### src/rtl/store_retire_buffer_pkg.sv
// Bus tag fields and drain-state encoding shared by the store retire buffer.
package store_retire_buffer_pkg;

    localparam logic [1:0] WRITE  = 2'b01;
    localparam logic [1:0] MEMORY = 2'b10;
    localparam logic [1:0] DATA   = 2'b11;
    localparam int         TAG_W  = 13;

    typedef enum logic [1:0] {
        SRB_IDLE,
        SRB_REQ,
        SRB_WAIT
    } srbState_t;

    function automatic logic [TAG_W-1:0] writeTag();
        return {WRITE, MEMORY, DATA, 7'b0};
    endfunction

endpackage

### src/rtl/srb_forward_match.sv
// Youngest-match selector: finds the valid entry closest to tail whose address equals lookupAddr.
module srb_forward_match #(
    parameter int DEPTH  = 4,
    parameter int ADDR_W = 64,
    parameter int DATA_W = 64,
    parameter int PTR_W  = $clog2(DEPTH)
) (
    input  logic [DEPTH-1:0]  entryValid,
    input  logic [ADDR_W-1:0] entryAddr [DEPTH],
    input  logic [DATA_W-1:0] entryData [DEPTH],
    input  logic [PTR_W-1:0]  tailPtr,
    input  logic [ADDR_W-1:0] lookupAddr,
    output logic              lookupHit,
    output logic [DATA_W-1:0] lookupData
);

    logic [DEPTH-1:0] matchVec;

    for (genvar gi = 0; gi < DEPTH; gi++) begin : gMatch
        assign matchVec[gi] = entryValid[gi] && (entryAddr[gi] == lookupAddr);
    end

    // Walk from the slot at tail (oldest when full) towards tail-1 so the last hit is the youngest.
    always_comb begin
        logic [PTR_W-1:0] idx;
        idx        = '0;
        lookupHit  = 1'b0;
        lookupData = '0;
        for (int k = DEPTH; k >= 1; k--) begin
            idx = tailPtr - PTR_W'(k);
            if (matchVec[idx]) begin
                lookupHit  = 1'b1;
                lookupData = entryData[idx];
            end
        end
    end

endmodule

### src/rtl/store_retire_buffer.sv
// In-order store buffer draining to the core bus one write at a time, with store-to-load forwarding.
module store_retire_buffer
    import store_retire_buffer_pkg::*;
#(
    parameter int DEPTH  = 4,
    parameter int ADDR_W = 64,
    parameter int DATA_W = 64
) (
    input  logic                       clk,
    input  logic                       reset,
    input  logic                       enqValid,
    output logic                       enqReady,
    input  logic [ADDR_W-1:0]          enqAddr,
    input  logic [DATA_W-1:0]          enqData,
    input  logic                       enqIsCall,
    output logic                       reqcyc,
    output logic [ADDR_W-1:0]          req,
    output logic [DATA_W-1:0]          reqdata,
    output logic [TAG_W-1:0]           reqtag,
    input  logic                       reqack,
    input  logic                       writeack,
    input  logic [ADDR_W-1:0]          lookupAddr,
    output logic                       lookupHit,
    output logic [DATA_W-1:0]          lookupData,
    output logic [$clog2(DEPTH+1)-1:0] count,
    output logic                       empty,
    output logic                       didMemoryWrite,
    output logic                       didCallWriteback
);

    localparam int PTR_W = $clog2(DEPTH);
    localparam int CNT_W = $clog2(DEPTH+1);

    logic [ADDR_W-1:0] entryAddr [DEPTH];
    logic [DATA_W-1:0] entryData [DEPTH];
    logic [DEPTH-1:0]  entryCall;
    logic [DEPTH-1:0]  entryValidReg;
    logic [PTR_W-1:0]  headReg;
    logic [PTR_W-1:0]  tailReg;
    logic [CNT_W-1:0]  countReg;
    srbState_t         stateReg;
    srbState_t         stateNext;
    logic              enqFire;
    logic              retire;

    assign enqReady = (countReg != CNT_W'(DEPTH));
    assign enqFire  = enqValid && enqReady;

    always_comb begin
        stateNext = stateReg;
        retire    = 1'b0;
        case (stateReg)
            SRB_IDLE: if (countReg != '0) stateNext = SRB_REQ;
            SRB_REQ: begin
                if (reqack) begin
                    if (writeack) begin
                        retire    = 1'b1;
                        stateNext = SRB_IDLE;
                    end else begin
                        stateNext = SRB_WAIT;
                    end
                end
            end
            SRB_WAIT: begin
                if (writeack) begin
                    retire    = 1'b1;
                    stateNext = SRB_IDLE;
                end
            end
            default: stateNext = SRB_IDLE;
        endcase
    end

    always_ff @(posedge clk or negedge reset) begin
        if (!reset) begin
            stateReg         <= SRB_IDLE;
            headReg          <= '0;
            tailReg          <= '0;
            countReg         <= '0;
            entryValidReg    <= '0;
            didMemoryWrite   <= 1'b0;
            didCallWriteback <= 1'b0;
        end else begin
            stateReg         <= stateNext;
            didMemoryWrite   <= retire;
            didCallWriteback <= retire && entryCall[headReg];
            if (enqFire) tailReg <= tailReg + PTR_W'(1);
            if (retire)  headReg <= headReg + PTR_W'(1);
            case ({enqFire, retire})
                2'b10:   countReg <= countReg + CNT_W'(1);
                2'b01:   countReg <= countReg - CNT_W'(1);
                default: countReg <= countReg;
            endcase
            // Enqueue and retire never target the same slot: that needs head==tail, i.e. full or empty.
            for (int i = 0; i < DEPTH; i++) begin
                if (enqFire && tailReg == PTR_W'(i))
                    entryValidReg[i] <= 1'b1;
                else if (retire && headReg == PTR_W'(i))
                    entryValidReg[i] <= 1'b0;
            end
        end
    end

    always_ff @(posedge clk) begin
        if (enqFire) begin
            entryAddr[tailReg] <= enqAddr;
            entryData[tailReg] <= enqData;
            entryCall[tailReg] <= enqIsCall;
        end
    end

    // Payload is taken straight from head, which only moves on retire, so it is stable throughout REQ.
    assign reqcyc  = (stateReg == SRB_REQ);
    assign req     = reqcyc ? entryAddr[headReg] : '0;
    assign reqdata = reqcyc ? entryData[headReg] : '0;
    assign reqtag  = reqcyc ? writeTag() : '0;
    assign count   = countReg;
    assign empty   = (countReg == '0) && (stateReg == SRB_IDLE);

    srb_forward_match #(
        .DEPTH  (DEPTH),
        .ADDR_W (ADDR_W),
        .DATA_W (DATA_W),
        .PTR_W  (PTR_W)
    ) uForwardMatch (
        .entryValid (entryValidReg),
        .entryAddr  (entryAddr),
        .entryData  (entryData),
        .tailPtr    (tailReg),
        .lookupAddr (lookupAddr),
        .lookupHit  (lookupHit),
        .lookupData (lookupData)
    );

endmodule

### config.mk
export PLATFORM = sky130hd
export DESIGN_NAME = store_retire_buffer
export DESIGN_NICKNAME = d
export VERILOG_FILES = /design/src/rtl/store_retire_buffer_pkg.sv /design/src/rtl/srb_forward_match.sv /design/src/rtl/store_retire_buffer.sv
export SDC_FILE = /design/constraint.sdc
export NUM_CORES = 1
export LEC_CHECK = 0
export CORE_UTILIZATION = 50
export CTS_BUF_LIST = sky130_fd_sc_hd__clkbuf_8
export DETAILED_ROUTE_END_ITERATION = 7
export PLACE_DENSITY = 0.78
export RECOVER_POWER = 100
export SETUP_SLACK_MARGIN = 0.15
export SLEW_MARGIN = 20
export SYNTH_ARGS = -nofsm -noshare
export SYNTH_HDL_FRONTEND = slang
export SYNTH_SLANG_ARGS = --single-unit
### constraint.sdc
create_clock -name clk -period 5.1 [get_ports clk]
set_input_delay 0.765 -clock clk [delete_from_list [all_inputs] [get_ports clk]]
set_output_delay 0.765 -clock clk [all_outputs]
set_load 0.02 [all_outputs]
Word-level counts from Yosys, hierarchy flattened
Index checks and enable logic that the tools add are counted.
Widths: inputs -> output; s select.

word-level totals
  flip-flop bits (word level) = 531
  bits in latches = 0
  RAM bits = 0
  memory bits (read-only) = 0
  bits of input ports = 198
  output and inout bits = 214
  logic and storage cells = 152
  memories kept = 0

operators by class
  $add $sub $neg = 7
  multipliers = 0
  divide/modulo/power cells = 0
  magnitude comparators = 12
  equal/unequal tests = 18
  shift operators = 0
  mux-type cells = 63
  bitwise logic cells = 5
  reduce and logical (&&, ||, !) cells = 28

operators with widths
  cell                 count
  $mux 64              19
  $bmux 64 s2          6
  $bwmux 256           2
  $eq 64x64->1         4
  $demux 64 s2         1
  $mux 1               20
  $logic_and 1x1->1    17
  $ge 3x3->1 const B   5
  $lt 2x3->1 const B   5
  $not 2->3            5
  $eq 2x2->1 const B   6
  $mux 12              1
  $bmux 1 s2           5
  $reduce_bool 2->1    5
  $eq 2x1->1 const B   4
  $mux 2               4
  $logic_not 2->1      3
  $pmux 2 s3           1
  $pmux 3 s2           1
  $add 2x1->2 const B  2
  $bwmux 4             1
  $ne 2x2->1 const B   2
  $sub 2x2->2 const B  2
  $add 3x1->3 const B  1
  other kinds (11)     11

Longest topological paths before layout
  word-level depth = 8
  gate-level depth with buffers = 12
  mapped depth without buffers = 10

Hierarchy
A second synthesis with hierarchy kept.

second synthesis, totals
  cells, all modules = 2500
  area, all modules = 31991.9 um^2

by module, submodules not included
  module               instances  cells each  area each (um^2)  sequential area each (um^2)
  store_retire_buffer  1          905         20399.6           15870.2
  srb_forward_match    1          1595        11592.4           0.0

Worst setup path before layout
OpenSTA, ideal clock, no wires.

  path kind = flip-flop to flip-flop
  from = register countReg[0] (netlist: count[0])
  to = register entryAddr[0] (netlist bit) (enable)
  setup time = 506 ps
  data arrival time = 3963 ps
  data required time = 4594 ps
  path slack = 631 ps
  stages on the path, launching flop included = 4
  path buffers = 0
  path through = dfrtp_1 inv_1 nand3_1 and3_1

on the way
  word-level cells in the longest chain between the ends = 2

ends and longest elaborated chain
  what                             line                        text
  from (decl)                      store_retire_buffer.sv:40   logic [CNT_W-1:0] countReg;
  from (signal assigned)           store_retire_buffer.sv:90   2'b10: countReg <= countReg + CNT_W'(1);
  from (signal assigned)           store_retire_buffer.sv:91   2'b01: countReg <= countReg - CNT_W'(1);
  from (signal assigned)           store_retire_buffer.sv:92   default: countReg <= countReg;
  $ne 3x3->1                       store_retire_buffer.sv:46   assign enqReady = (countReg != CNT_W'(DEPTH));
  net enqReady                     store_retire_buffer.sv:12   output logic enqReady,
  $logic_and 1x1->1                store_retire_buffer.sv:47   assign enqFire = enqValid && enqReady;
  to (signal, indexed assignment)  store_retire_buffer.sv:106  entryAddr[tailReg] <= enqAddr;
  to (decl)                        store_retire_buffer.sv:34   logic [ADDR_W-1:0] entryAddr [DEPTH];

The timed path passes the listed nets, and every way through them passes these cells.
A chain may end at the register's enable or synchronous reset.

Final worst setup path
  from = input port lookupAddr[21]
  to = output port lookupData[4]

on the way
  word-level cells in the longest chain between the ends = 8

ends and longest elaborated chain
  what                          line                       text
  from (decl)                   store_retire_buffer.sv:22  input logic [ADDR_W-1:0] lookupAddr,
  $eq 64x64->1                  srb_forward_match.sv:20    assign matchVec[gi] = entryValid[gi] && (entryAddr[gi] == lookupAddr);
  $logic_and 1x1->1             srb_forward_match.sv:20
  $bmux 1 s2                    srb_forward_match.sv:31    if (matchVec[idx]) begin
  $mux 1 (implied by the code)  srb_forward_match.sv:31
  $mux 64 (3 in a row)          srb_forward_match.sv:31
  $mux 64 *                     srb_forward_match.sv:31
  to (decl)                     store_retire_buffer.sv:24  output logic [DATA_W-1:0] lookupData,

Every way passes the cells marked *; elsewhere a longest branch is shown, timed or not. The select of a mux whose other input is x is not followed.

==> qor.yml <==
worst_setup_path:
  setup.worst_path.class: "input pin to primary output"
  critPathArrivalTime_ps: 4280
  critPathRequiredTime_ps: 4340
  path_max_fanout: 19
  worst_setup_path_end_kind: "primary output"
  critPathLaunchType: "input pin"
synth:
  synth_seq_area_share_pct: 49.01
  synthTopCellsByArea: "edfxtp_1 (48%), mux4_2 (18%), xor2_1 (4.4%)"
  synth_mux_area_share_pct: 22.14
  synth-warning-count: 0
  synth_top_family_by_area: "multiplexers"
  yosys.area_share.simple_pct: 12.08
  synth_area_sq_um: 32380
  synthXorXnorAreaFrac_pct: 5.003
  synth_compound_area_share_pct: 7.940
  postSynth.asyncResetShare_pct: 2.825
  synthAdderAreaFrac_pct: 0.5255
  synth_top_area_share_pct: 47.85
  syn_inst: 2388
  synth_enable_flop_cells: 516
  synth_ff_type: "edfxtp_1"
  syn_area_per_cell_sq_um: 13.56
  yosysUniqueCellTypes: 59
  yosys.area.top_type: "edfxtp_1"
  ys_seq_elements: 531
cts:
  cts_made_buffers: 90
  cts_sinks: 531
  root_buffer: "clkbuf_8"
  htree_levels: 3
  clk_latency_ps: 720
  cts_tree: "done"
  postCtsHoldBufs: 0
  clockBufferDepth: 3
  clk_pin_slew_ps: 60
pwr:
  power_switching_mw: 10.42
  leakagePower_nw: 15.10
  p_seq_share_pct: 26.6
  intPower_mw: 14.09
  comb_power_share_pct: 58.5
  switching_share_pct: 42.52
  powerDensity_nw_per_um2: 596.2
  power.share.clock_pct: 14.8
  max-vdd-ir-drop_mv: 0.4465
placement:
  io_buffer_count: 402
  globalplace.congestion: 0.9802
  hpwlAfterDp_microns: 70160
sta:
  worst_hold_slack_ps: 540.8
  slew_viol_final: 299
  finalCritPeriodShare_pct: 99.00
  rsz0062_at_grt: "true"
  worst_pin_slew_ps: 2275
  fmax_ghz: 0.1981
  min_period_ps: 5049
  finalSetupViolCount: 0
  hold_viol_final: 0
  clock_skew_ps: 59.00
  timing.slew.headroom_pct: -51.69
  setup_tns_ps: 0
die:
  die_h_microns: 256.5
  dieArea_sq_um: 65790
  start_util_pct: 50.96
  core_sq_um: 63540
  rows: 92
  pin_count: 412
  die_x_microns: 256.5
global_routing:
  grt_antenna_before_repair: 25
  grt_pass1_vias: 24810
  grt_overflow: 0
  grt_pass1_wl_microns: 154800
  grt_util_all_layers_pct: 31.37
  grt_start_max_net_pins: 175
detailed_routing:
  ant_nets: 0
  wire_per_inst_microns: 26.95
  routed_wl_microns: 104800
  vias: 24580
  drc: 0
  dr.pass1.iters: 6
  drt_iter0_markers: 2772
  vias_per_cell: 6.321
layout:
  final_common_cell: "edfxtp_1"
  final_cell_mix: "edfxtp_1 (516), mux4_2 (257), dlygate4sd3_1 (256)"
  final_layout_size_suffix_gt1_share_pct: 29.34
  area_growth_pct: 26.98
  nets: 3167
status:
  violations: "max-capacitance violations, max-slew violations"
  status: "finished with violations"
flow_run:
  cap_violations: 7
worst_hold_path:
  hold_path_class: "flip-flop to flip-flop"
==> metal layers <==
layer / vias to the layer above / GRT usage [%] / routed length (microns)
met5: - / 0 / 124
met4: 18 / 15.51 / 5088
met3: 284 / 6.682 / 10980
met2: 1587 / 51.31 / 51310
met1: 12210 / 39.68 / 37290
li1: 10480 / - / -
==> per-stage QoR <==
stage | util, % | total power, mW | cell area (sq um) | setup WS [ps] | cells
floorplan | - | 15.44 | 32410 | 631.5 | 2396
global placement | 61.10 | 20.73 | 38820 | -859.7 | 3681
detailed placement | 61.10 | 20.99 | 38820 | -894.1 | 3681
CTS | 64.48 | 24.75 | 40970 | 115.9 | 3862
global route | 64.69 | 25.57 | 41100 | 25.01 | 3882
finish | 64.72 | 24.51 | 41120 | 51.19 | 3889
==> path summary, 6_finish.rpt <==
check / slack, ps / endpoint / cells after the start / from
max: 50 / lookupData[4] / 18 / lookupAddr[21]
min: 540 / count[2] / 1 / count[2]
max reg2reg: 400 / entryData[225] / 4 / tailReg[1]
min reg2reg: 540 / count[2] / 1 / count[2]
max in group asynchronous: 3970 / tailReg[0] / 1 / reset
min in group asynchronous: 550 / headReg[0] / 1 / reset
==> kinds of logic (layout without fill, tap and decap cells) <==
logic type / count (synthesis) / after routing
adders and majority gates: 13 / 13
buffers and inverters: 236 / 866
DFF: 531 / 531
AOI/OAI and AO/OA: 394 / 394
and+or+nand+nor: 641 / 642
other: 1 / 25
xor gates and xnor gates: 185 / 185
muxes: 387 / 387
==> state kept, by name, indices dropped and copies added, names as in the netlist, 2 cells and up <==
register	count
count	3
entryAddr	256
entryCall	4
entryData	256
entryValidReg	4
headReg	2
stateReg	2
tailReg	2
==> area by class of cell <==
class                           instances  area (sq um)
Multi-Input combinational cell       1630         16060
Tap cell                              846          1059
Clock buffer                           94          1294
Inverter                               45         168.9
Fill cell                            4596         22420
Antenna cell                           16         40.04
Timing Repair Buffer                  658          6233
Clock inverter                         69         386.6
Sequential cell                       531         15880
==> critical path: stages <==
cell and delay, ps:
dlygate4sd2_1 300, buf_4 170, xor2_1 160, nor4_1 290
buf_4 190, nand4_1 220, buf_4 230, nor4_4 280
buf_4 150, nand4b_1 90, buf_4 170, buf_12 170
buf_4 190, a21oi_1 160, o21ai_1 100, a21o_1 170
a31oi_1 190, clkbuf_1 260
==> what timing repair did <==
item / 4_1_cts / 5_1_grt
gates cloned: 7 / 3
buffers inserted: 11 / 8
endpoints found under the setup margin: 65 / 64
pin swaps: 37 / 43
resized for setup: 334 / 130
hold endpoints to repair: 0 / 0
==> power groups by stage <==
stage / sequential, mW / combinational [mW] / clock, mW
floorplan: 6.37 / 9.06 / 0
global placement: 6.46 / 14.3 / 0
detailed placement: 6.55 / 14.4 / 0
CTS: 6.47 / 14.6 / 3.69
global route: 6.61 / 15.1 / 3.87
finish: 6.53 / 14.3 / 3.64
==> synthesized netlist by cell type (all sizes together) (65+ instances only) <==
library cell    n
edfxtp        516
mux4          257
xor2          162
nand2         145
and2          130
clkbuf        112
nand2b         89
buf            79
nor2           73
a21oi          72
o21ai          70
a21o           68
nor3           67
mux2i          66
o211ai         65
Power figures use the tool's default switching activity.
